### src/rtl/seq_multiplier.sv
// seq_multiplier: iterative shift-add multiplier, WIDTH x WIDTH -> 2*WIDTH.
// One partial product per clock, start/busy/done handshake, optional
// two's-complement mode chosen per operation.
//
// Ports:
//   clk    - system clock, rising edge
//   rst_n  - synchronous active-low reset
//   start  - operation request, sampled only in IDLE
//   sgn    - 1: operands are signed, 0: unsigned (sampled with start)
//   a      - multiplier (sampled with start)
//   b      - multiplicand (sampled with start)
//   busy   - high whenever an operation is in flight (CALC or DONE)
//   done   - one-cycle pulse, p valid and new
//   p      - registered product, holds until the next done
module seq_multiplier #(
  parameter int unsigned WIDTH = 4
) (
  input  logic                 clk,
  input  logic                 rst_n,
  input  logic                 start,
  input  logic                 sgn,
  input  logic [WIDTH-1:0]     a,
  input  logic [WIDTH-1:0]     b,
  output logic                 busy,
  output logic                 done,
  output logic [2*WIDTH-1:0]   p
);

  localparam int unsigned P_W   = 2 * WIDTH;
  localparam int unsigned S_W   = WIDTH + 1;
  localparam int unsigned CNT_W = (WIDTH > 2) ? $clog2(WIDTH) : 1;
  localparam logic [CNT_W-1:0] LAST_STEP = CNT_W'(WIDTH - 1);

  typedef enum logic [1:0] {
    IDLE = 2'd0,
    CALC = 2'd1,
    DONE = 2'd2
  } state_t;

  state_t             state_q, state_d;
  logic [WIDTH-1:0]   hi_q, hi_d;      // upper half of the running product
  logic [WIDTH-1:0]   mpl_q, mpl_d;    // multiplier, shifts right; low half fills in behind it
  logic [WIDTH-1:0]   mcd_q, mcd_d;    // multiplicand magnitude
  logic               neg_q, neg_d;    // result sign for signed operations
  logic [CNT_W-1:0]   cnt_q, cnt_d;
  logic               busy_q, busy_d;
  logic               done_q, done_d;
  logic [P_W-1:0]     p_q, p_d;

  logic [S_W-1:0]     sum;
  logic [P_W-1:0]     prod;
  logic [WIDTH-1:0]   mag_a, mag_b;

  // Operand magnitudes; the most negative value maps onto its unsigned
  // WIDTH-bit magnitude, so no extra bit is needed.
  always_comb begin
    mag_a = (sgn && a[WIDTH-1]) ? ({WIDTH{1'b0}} - a) : a;
    mag_b = (sgn && b[WIDTH-1]) ? ({WIDTH{1'b0}} - b) : b;
  end

  // One shift-add step: the carry of the add lands in the top bit after
  // the right shift, and the sum LSB moves into the low half.
  always_comb begin
    sum  = {1'b0, hi_q} + (mpl_q[0] ? {1'b0, mcd_q} : {S_W{1'b0}});
    prod = {sum, mpl_q[WIDTH-1:1]};
  end

  // Next-state and datapath control.
  always_comb begin
    state_d = state_q;
    hi_d    = hi_q;
    mpl_d   = mpl_q;
    mcd_d   = mcd_q;
    neg_d   = neg_q;
    cnt_d   = cnt_q;
    done_d  = 1'b0;
    p_d     = p_q;

    case (state_q)
      IDLE: begin
        if (start) begin
          state_d = CALC;
          mpl_d   = mag_a;
          mcd_d   = mag_b;
          neg_d   = sgn & (a[WIDTH-1] ^ b[WIDTH-1]);
          hi_d    = {WIDTH{1'b0}};
          cnt_d   = {CNT_W{1'b0}};
        end
      end
      CALC: begin
        hi_d  = sum[WIDTH:1];
        mpl_d = {sum[0], mpl_q[WIDTH-1:1]};
        cnt_d = cnt_q + CNT_W'(1);
        if (cnt_q == LAST_STEP) begin
          state_d = DONE;
          done_d  = 1'b1;
          p_d     = neg_q ? ({P_W{1'b0}} - prod) : prod;
        end
      end
      DONE: begin
        state_d = IDLE;
      end
      default: begin
        state_d = IDLE;
      end
    endcase

    busy_d = (state_d != IDLE);
  end

  // State and datapath registers.
  always_ff @(posedge clk) begin
    if (!rst_n) begin
      state_q <= IDLE;
      hi_q    <= '0;
      mpl_q   <= '0;
      mcd_q   <= '0;
      neg_q   <= 1'b0;
      cnt_q   <= '0;
      busy_q  <= 1'b0;
      done_q  <= 1'b0;
      p_q     <= '0;
    end else begin
      state_q <= state_d;
      hi_q    <= hi_d;
      mpl_q   <= mpl_d;
      mcd_q   <= mcd_d;
      neg_q   <= neg_d;
      cnt_q   <= cnt_d;
      busy_q  <= busy_d;
      done_q  <= done_d;
      p_q     <= p_d;
    end
  end

  assign busy = busy_q;
  assign done = done_q;
  assign p    = p_q;

endmodule

### config.mk
export PLATFORM = sky130hd
export DESIGN_NAME = seq_multiplier
export DESIGN_NICKNAME = d
export VERILOG_FILES = /design/src/rtl/seq_multiplier.sv
export SDC_FILE = /design/constraint.sdc
export NUM_CORES = 1
export LEC_CHECK = 0
export CAP_MARGIN = 15
export CORE_ASPECT_RATIO = 1.4
export CORE_MARGIN = 4
export CORE_UTILIZATION = 40
export CTS_CLUSTER_DIAMETER = 120
export DETAILED_ROUTE_END_ITERATION = 10
export GPL_TIMING_DRIVEN = 1
export PLACE_DENSITY = 0.62
export SYNTH_ARGS = -nofsm -noshare
export SYNTH_HDL_FRONTEND = slang
export SYNTH_SLANG_ARGS = --single-unit
### constraint.sdc
create_clock -name clk -period 2.86 [get_ports clk]
set_input_delay 0.286 -clock clk [delete_from_list [all_inputs] [get_ports clk]]
set_output_delay 0.286 -clock clk [all_outputs]
set_load 0.005 [all_outputs]
Word-level counts from Yosys, hierarchy flattened
Cells that the tools add are included.

storage, ports and cells
  memories = 0
  bits of input ports = 12
  bits in read-only memories = 0
  register bits after elaboration = 27
  output and inout port bits = 10
  latch bits = 0
  memory bits (writable) = 0

operators by class
  equality and inequality tests = 3
  reductions and logical operators = 9
  bitwise gates (word level) = 2
  mux-type cells = 14
  $mul = 0
  div/mod/pow operators = 0
  add/subtract/negate cells = 5
  shift-type cells = 0
  order comparisons = 0

operators with widths
  kind                                             number
  2-to-1 mux 4 bit                                 5
  case mux 4 bit (2 select lines)                  2
  2-to-1 mux 8 bit                                 1
  case mux 2 bit (2 select lines)                  2
  AND reduction 2 bit                              4
  subtractor 1 x 4 -> 4 bit, first input constant  2
  subtractor 1 x 8 -> 8 bit, first input constant  1
  2-to-1 mux 2 bit                                 3
  adder 4 x 4 -> 5 bit                             1
  nonzero test 2 bit                               2
  adder 2 x 1 -> 2 bit, second input constant      1
  == test 2 x 1 -> 1 bit, second input constant    1
  == test 2 bit, second input constant             1
  logical AND 1 bit                                2
  logical NOT 2 bit                                1
  != test 2 bit, second input constant             1
  bitwise AND 1 bit                                1
  2-to-1 mux 1 bit                                 1
  bitwise XOR 1 bit                                1

Logic depth before layout (Yosys ltp)
Gate-level depths: netlist (run 1).

  word-level depth = 4
  mapped depth = 8
  depth with buffers taken out = 8

Worst setup path before layout (run 1)
No wires, ideal clock.

  path kind = flip-flop to flip-flop
  start = register mpl_q[0]
  end = register p_q[7] (netlist: p[7])
  stages on the path, launching flop included = 8
  data arrival time = 2109 ps
  data required time = 2784 ps
  setup time = 76 ps
  path slack = 675 ps
  period minus slack after synthesis = 2185 ps
  cell sequence = dfxtp_1 -> and2_1 -> ha_1 -> fa_1 -> nor4_1 -> nand3_1 -> or4_1 -> a31oi_1

on the way
  word-level cells in the longest chain between the ends = 4

ends and longest elaborated chain
  item                       RTL line  RTL
  from (decl)                42        logic [WIDTH-1:0] mpl_q, mpl_d;
  from (signal assigned)     126       mpl_q <= mpl_d;
  2-to-1 mux 4 bit *         64        sum = {1'b0, hi_q} + (mpl_q[0] ? {1'b0, mcd_q} : {S_W{1'b0}});
  adder 4 x 4 -> 5 bit *     64
  subtractor 1 x 8 -> 8 bit  97        p_d = neg_q ? ({P_W{1'b0}} - prod) : prod;
  2-to-1 mux 8 bit *         97
  to (signal assigned)       132       p_q <= p_d;
  to (decl)                  48        logic [P_W-1:0] p_q, p_d;

Mark *: on every way between the ends. The rest lies on a longest branch, timed or not.
A chain may end at the register's enable or synchronous reset.

Final worst setup path (run 1)
Same ends and word-level chain as after synthesis.

==> results of run 1 <==
[path summary, 6_finish.rpt]
| kind | to | slack [ps] | depth (start not counted) |
|---|---|---|---|
| max reg2reg | p[7]$_SDFFE_PN0P_ | 470 | 8 |
| max | p[7]$_SDFFE_PN0P_ | 470 | 8 |
| min | p[0]$_SDFFE_PN0P_ | 460 | 2 |
| min reg2reg | p[0]$_SDFFE_PN0P_ | 460 | 2 |
[cell type report]
cell class | count | area share, %
timing repair buffer | 21 | 12.5
inverter | 9 | 2.01
clock buffer | 4 | 2.68
tap | 40 | 2.98
multi-input combinational | 118 | 47.7
sequential | 27 | 32.2
[placed cells by master (no fill, tap or decap), types with 4 or more instances in the layout]
cell	netlist	final
nand2_1	13	13
a22oi_1	5	5
inv_1	8	8
nor2_1	18	18
and2_1	6	6
dfxtp_1	27	27
nand3_1	5	5
xnor2_1	4	4
ha_1	8	8
xor2_1	4	4
o21ai_0	6	6
a211oi_1	5	5
a21oi_1	9	9
clkdlybuf4s50_1	0	21
[registers in the layout, indices dropped and copies added (netlist names)]
signal / flops
busy: 1
cnt_q: 2
done: 1
hi_q: 4
mcd_q: 4
mpl_q: 4
neg_q: 1
p: 8
state_q: 2
[critical path: cells and delay by family, from the launching register on]
| family | cells | cell delay (ps) |
|---|---|---|
| xor gates and xnor gates | 1 | 210 |
| and+or+nand+nor | 4 | 970 |
| AOI/OAI and AO/OA | 1 | 160 |
| adders and majority gates | 2 | 610 |
| DFF | 1 | 350 |
[synthesized netlist by cell type, drive strengths merged, types with 4 or more instances]
cell type  count  share of area, %
xor2           4               2.5
buf            4               2.3
ha             8               7.1
dfxtp         27                38
o21ai          6               2.1
a22oi          5               2.6
nand3          5               1.8
and2           6               2.6
nand2         14               4.2
nor2          18               4.8
xnor2          4               2.5
inv            8               2.1
a211oi         5               2.6
a21oi         10               3.8
[metal layers]
layer | GRT usage (%) | vias up | part of all wire, %
met5 | 0 | - | 0
met3 | 2.14 | 6 | 3.7
met4 | 5.57 | 0 | 1.9
met1 | 14.9 | 546 | 44
met2 | 26.0 | 23 | 50
li1 | - | 607 | -
[power groups by stage]
stage / clock [mW] / combinational (mW) / sequential, mW
floorplan: 0 / 0.0764 / 0.405
global placement: 0 / 0.105 / 0.411
detailed placement: 0 / 0.108 / 0.411
CTS: 0.223 / 0.109 / 0.403
global route: 0.235 / 0.121 / 0.406
finish: 0.220 / 0.107 / 0.403
[stage by stage]
| step | setup slack, ps | total power, mW | util, % | hold WS (ps) | std cells |
|---|---|---|---|---|---|
| after floorplan | 675 | 0.482 | - | 433 | 161 |
| after global placement | 606 | 0.516 | 48.0 | 439 | 215 |
| after detailed placement | 507 | 0.520 | 48.0 | 448 | 215 |
| after CTS | 485 | 0.734 | 49.3 | 461 | 219 |
| after global routing | 292 | 0.762 | 49.3 | 480 | 219 |
| final | 470 | 0.730 | 49.3 | 457 | 219 |
[cell families after synthesis]
family | count (synthesis)
AND/OR/NAND/NOR | 58
flip-flops | 27
XOR/XNOR | 8
buffers and inverters | 16
adder cells (fa/ha/maj) | 9
multiplexers | 2
AO/OA/AOI/OAI | 41
==> run_results.csv, run 1 <==
group,metric,value,unit
power,p_per_area,435,nW/um^2
drt,wirelength,3010,um
finish,fin_area,1680,um^2
finish,fill_cells,330,
drt,routed-via-count,1182,
finish,regArea,541,um^2
timing,setup_tns,0,ps
placed_design,dpl_cell_area,1640,um^2
yosys,yosys_most_used_dff,"dfxtp_1",
timing,clock.fmax,0.418,GHz
placed_design,io_buffers,21,
clock_tree,clk_pin_slew,100,ps
yosys,synth_compound_area_share,20.5,%
timing,tightest_slew,532,ps
yosys,synth_edf_count,0,
drt,drc,0,
drt,post_drt_wl_per_cell,13.8,um
clock_tree,numCtsBuffers,3,
global_routing,antenna_found_initial,0,
worst_setup_path,cpPeakStageDelay,410,ps
timing,finalMaxSlewViolations,0,
worst_hold_path,worstHoldPathType,"reg -> reg",
worst_setup_path,crit_path_start_kind,"register",
yosys,synth-xor-area-share,4.94,%
global_routing,grt_pass1_wl,5040,um
clock_tree,worstSkewPairLatency,270,ps
floorplan,fp.dieH,78.5,um
clock_tree,cts.sinks,27,
clock_tree,h-tree-depth,1,
drt,dr.pass1.iters,4,
yosys,synthMuxAreaShare,1.41,%
yosys,synth_seq_cells,27,
clock_tree,cts_max_path_buffers,2,
drt,drtAntennaViolNets,0,
timing,min_period,2390,ps
clock_tree,holdBufCountCts,0,
placed_design,place_hpwl,2380,um
floorplan,initial_core_util,41.6,%
yosys,ys_seq_area_share,38.1,%
yosys,postSynthAreaPerCell,8.81,um^2
worst_setup_path,rr_startpoint,"mpl_q[0]$_SDFFE_PN0P_",
yosys,synth_cell_type_count,41,
clock_tree,post_cts_buffers,0,
yosys,synthArstFlopShare,0,%
power,p_int,542,uW
finish,drive_above_1_share,6.70,%
yosys,synth_area,1420,um^2
power,combPwrFrac,14.7,%
timing,finalHoldViolCount,0,
yosys,synth-adder-area-share,8.47,%
timing,rsz0062_at_grt,"no",
global_routing,grt_max_degree,20,
worst_setup_path,worstPathRequired,3050,ps
timing,min_period_over_period,83.6,%
outcome,outcome,"finished clean",
placed_design,finalWeightedCongestion,0.878,
finish,multi_input_area,801,um^2
power,seq_power_share,55.1,%
yosys,yosys_warnings,0,
drt,drt_iter0_markers,30,
yosys,synthCells,161,
global_routing,overflow,0,
power,peakVddDrop,0.247,mV
yosys,synth_simple_gate_area_share,21.1,%
power,p_leak,0.675,nW
flow_run,drv_cap,0,
timing,finalSetupViolations,0,
yosys,synth.net_count,182,
clock_tree,clock-root-buffer,"clkbuf_8",
clock_tree,cts_resized,0,
worst_setup_path,crit_arrival,2580,ps
floorplan,num_rows,25,
worst_setup_path,critical_path.slowest_cell,"fa_1",
power,switching_share,25.8,%
finish,synthToLayoutAreaGrowth,18.4,%
worst_hold_path,min_from,"p[0]$_SDFFE_PN0P_",
floorplan,die_w,58.3,um
floorplan,io_pins,22,
global_routing,grt_pass1_vias,1171,
timing,slew_headroom,64.3,%
floorplan,die-area,4580,um^2
clock_tree,cts_tree,"done",
timing,fin_skew,3.53,ps
worst_setup_path,critPathMaxFanout,5,
drt,via_per_inst,5.40,
yosys,synth_top_family_by_area,"simple AND/OR/NAND/NOR gates",
floorplan,coreArea,3410,um^2
finish,n_antenna_cell,0,
global_routing,track_usage,13.9,%
worst_setup_path,startpoint,"mpl_q[0]$_SDFFE_PN0P_",
power,p_clk_share,30.1,%
worst_setup_path,critPathKind,"reg -> reg",
worst_setup_path,critPathCaptureType,"register",
worst_setup_path,crit_chain,"and2_1 > ha_1 > fa_1 > xor2_1 > nor4_1 > nand3_1 > or4_1 > a31oi_1",
finish,layout.nets,201,
power,switching_power,189,uW
No activity file was read; power rests on OpenSTA's default activity.
==> run 2, diff against run 1 <==
Settings changed: PLACE_DENSITY 0.62 to 0.65.
Clock period 2.86 ns to 2.16 ns, I/O delays scaled along.
==> run_results.csv, run 2 (same netlist as run 1, synthesis figures left out) <==
group,metric,value,unit
outcome,outcome,"finished clean",
worst_setup_path,worstPathRequired,2360,ps
floorplan,coreArea,3410,um^2
worst_hold_path,worstHoldPathType,"reg -> reg",
timing,min_period_over_period,99.8,%
clock_tree,post_cts_buffers,0,
drt,via_per_inst,5.40,
floorplan,fp.dieH,78.5,um
floorplan,die-area,4580,um^2
floorplan,num_rows,25,
power,combPwrFrac,16.2,%
timing,fin_ws,3.65,ps
placed_design,io_buffers,21,
power,p_int,729,uW
placed_design,dp_slack,-106,ps
global_routing,grt_busiest_layer,"met2",
worst_setup_path,startpoint,"mpl_q[0]$_SDFFE_PN0P_",
worst_setup_path,critPathCaptureType,"register",
worst_setup_path,cp-endpoint,"p[7]$_SDFFE_PN0P_",
floorplan,io_pins,22,
clock_tree,holdBufCountCts,0,
global_routing,grt_pass1_vias,1168,
timing,slew_headroom,62.7,%
flow_run,drv_cap,0,
clock_tree,clock-root-buffer,"clkbuf_8",
global_routing,grt_pass1_wl,5310,um
global_routing,track_usage,14.7,%
worst_setup_path,crit_arrival,2360,ps
global_routing,grtUsageMet3,2.30,%
worst_setup_path,r2r_cells,7,
finish,fin_area,1770,um^2
timing,min_period,2160,ps
global_routing,grt_max_degree,15,
clock_tree,h-tree-depth,1,
power,p_leak,0.714,nW
power,p_clk_share,29.1,%
timing,setup_tns,0,ps
finish,fin_util,51.8,%
power,switching_share,25.4,%
clock_tree,cts_max_path_buffers,2,
finish,fill_cells,316,
finish,n_antenna_cell,0,
drt,post_drt_wl_per_cell,13.6,um
power,seq_power_share,54.7,%
global_routing,overflow,0,
clock_tree,numCtsBuffers,3,
placed_design,dpl_cell_area,1690,um^2
placed_design,place_hpwl,2420,um
timing,rsz0062_at_grt,"yes",
worst_setup_path,critical_path.slowest_cell,"fa_2",
floorplan,initial_core_util,41.6,%
timing,fin_skew,3.56,ps
power,peakVddDrop,0.316,mV
drt,drtAntennaViolNets,0,
power,switching_power,249,uW
global_routing,globalRouteMet2Util,25.8,%
timing,finalSetupViolations,0,
drt,routed-via-count,1214,
worst_setup_path,reg2reg_slack,4,ps
timing,tightest_slew,557,ps
finish,drive_above_1_share,13.0,%
worst_setup_path,critPathMaxFanout,4,
global_routing,antenna_found_initial,0,
worst_setup_path,crit_chain,"and2_4 > ha_4 > fa_2 > nor4_4 > nand3_1 > or4_1 > a31oi_1",
clock_tree,cts_tree,"done",
timing,hold_ws,459,ps
timing,finalMaxSlewViolations,0,
worst_setup_path,critPathKind,"reg -> reg",
finish,largest_reg_flops,8,
global_routing,grt_use_met1,16.8,%
placed_design,finalWeightedCongestion,0.838,
drt,dr.pass1.iters,4,
worst_hold_path,min_from,"p[0]$_SDFFE_PN0P_",
finish,synthToLayoutAreaGrowth,24.5,%
power,p_per_area,553,nW/um^2
finish,layout_commonest_cell,"dfxtp_1",
worst_setup_path,rr_startpoint,"mpl_q[0]$_SDFFE_PN0P_",
finish,final_cell_mix,"26 x dfxtp_1, 21 x clkdlybuf4s50_1, 18 x nor2_1, 13 x nand2_1, 9 x a21oi_1",
worst_setup_path,crit_path_start_kind,"register",
drt,drt_iter0_markers,22,
timing,finalHoldViolCount,0,
clock_tree,cts.sinks,27,
finish,layout.nets,207,
clock_tree,clk_pin_slew,90,ps
drt,drc,0,
drt,wirelength,3050,um
timing,clock.fmax,0.464,GHz
worst_setup_path,r2r-end,"p[7]$_SDFFE_PN0P_",
clock_tree,worstSkewPairLatency,270,ps
floorplan,die_w,58.3,um
worst_setup_path,cpPeakStageDelay,450,ps
-- run 2: cell count changes in the layout (fill, tap and decap cells not counted), sizes merged --
cell,before,now
buf,0,6
-- run 2: critical path: cells and delay by family (launching register included) --
family                     cells  cell delay [ps]
DFF                            1              340
adders and majority gates      2              610
and+or+nand+nor                4              970
AOI/OAI and AO/OA              1              170
-- run 2: worst min-delay path by stage --
stage / end / slack [ps] / depth (start not counted)
floorplan: mcd_q[0]$_SDFFE_PN0P_ / 360 / 2
global placement: p[5]$_SDFFE_PN0P_ / 450 / 2
detailed placement: p[5]$_SDFFE_PN0P_ / 450 / 2
CTS: p[5]$_SDFFE_PN0P_ / 460 / 2
global route: p[0]$_SDFFE_PN0P_ / 480 / 2
finish: p[0]$_SDFFE_PN0P_ / 460 / 2
-- run 2: final cells by class --
cell class | instances | area, um^2 | share of cell area [%]
inverters | 9 | 33.8 | 1.91
flip-flops and latches | 27 | 542 | 30.7
well taps | 40 | 50.0 | 2.83
clock buffers | 4 | 45.0 | 2.55
repair buffers | 27 | 255 | 14.4
multi-input cells | 118 | 841 | 47.6
-- run 2: routing by layer --
| layer | part of all wire [%] | vias to the layer above |
|---|---|---|
| met1 | 42 | 551 |
| met4 | 2.3 | 0 |
| met3 | 4.6 | 7 |
| met2 | 51 | 34 |
| met5 | 0 | - |
| li1 | - | 622 |
-- run 2: through the flow --
stage / cells / power, mW
after floorplan: 161 / 0.640
after global routing: 225 / 1.02
after global placement: 221 / 0.693
final: 225 / 0.978
after detailed placement: 221 / 0.698
after CTS: 225 / 0.985
-- run 2: what timing repair did --
| item | 4_1_cts | 5_1_grt |
|---|---|---|
| cloned | 0 | 0 |
| resized for setup | 6 | 1 |
| setup endpoints to repair | 2 | 2 |
-- run 2: power groups by stage --
| stage | combinational, mW | clock (mW) | sequential [mW] |
|---|---|---|---|
| after floorplan | 0.103 | 0 | 0.537 |
| after global placement | 0.149 | 0 | 0.544 |
| after detailed placement | 0.153 | 0 | 0.545 |
| after CTS | 0.158 | 0.292 | 0.534 |
| after global routing | 0.177 | 0.307 | 0.538 |
| final | 0.158 | 0.285 | 0.535 |
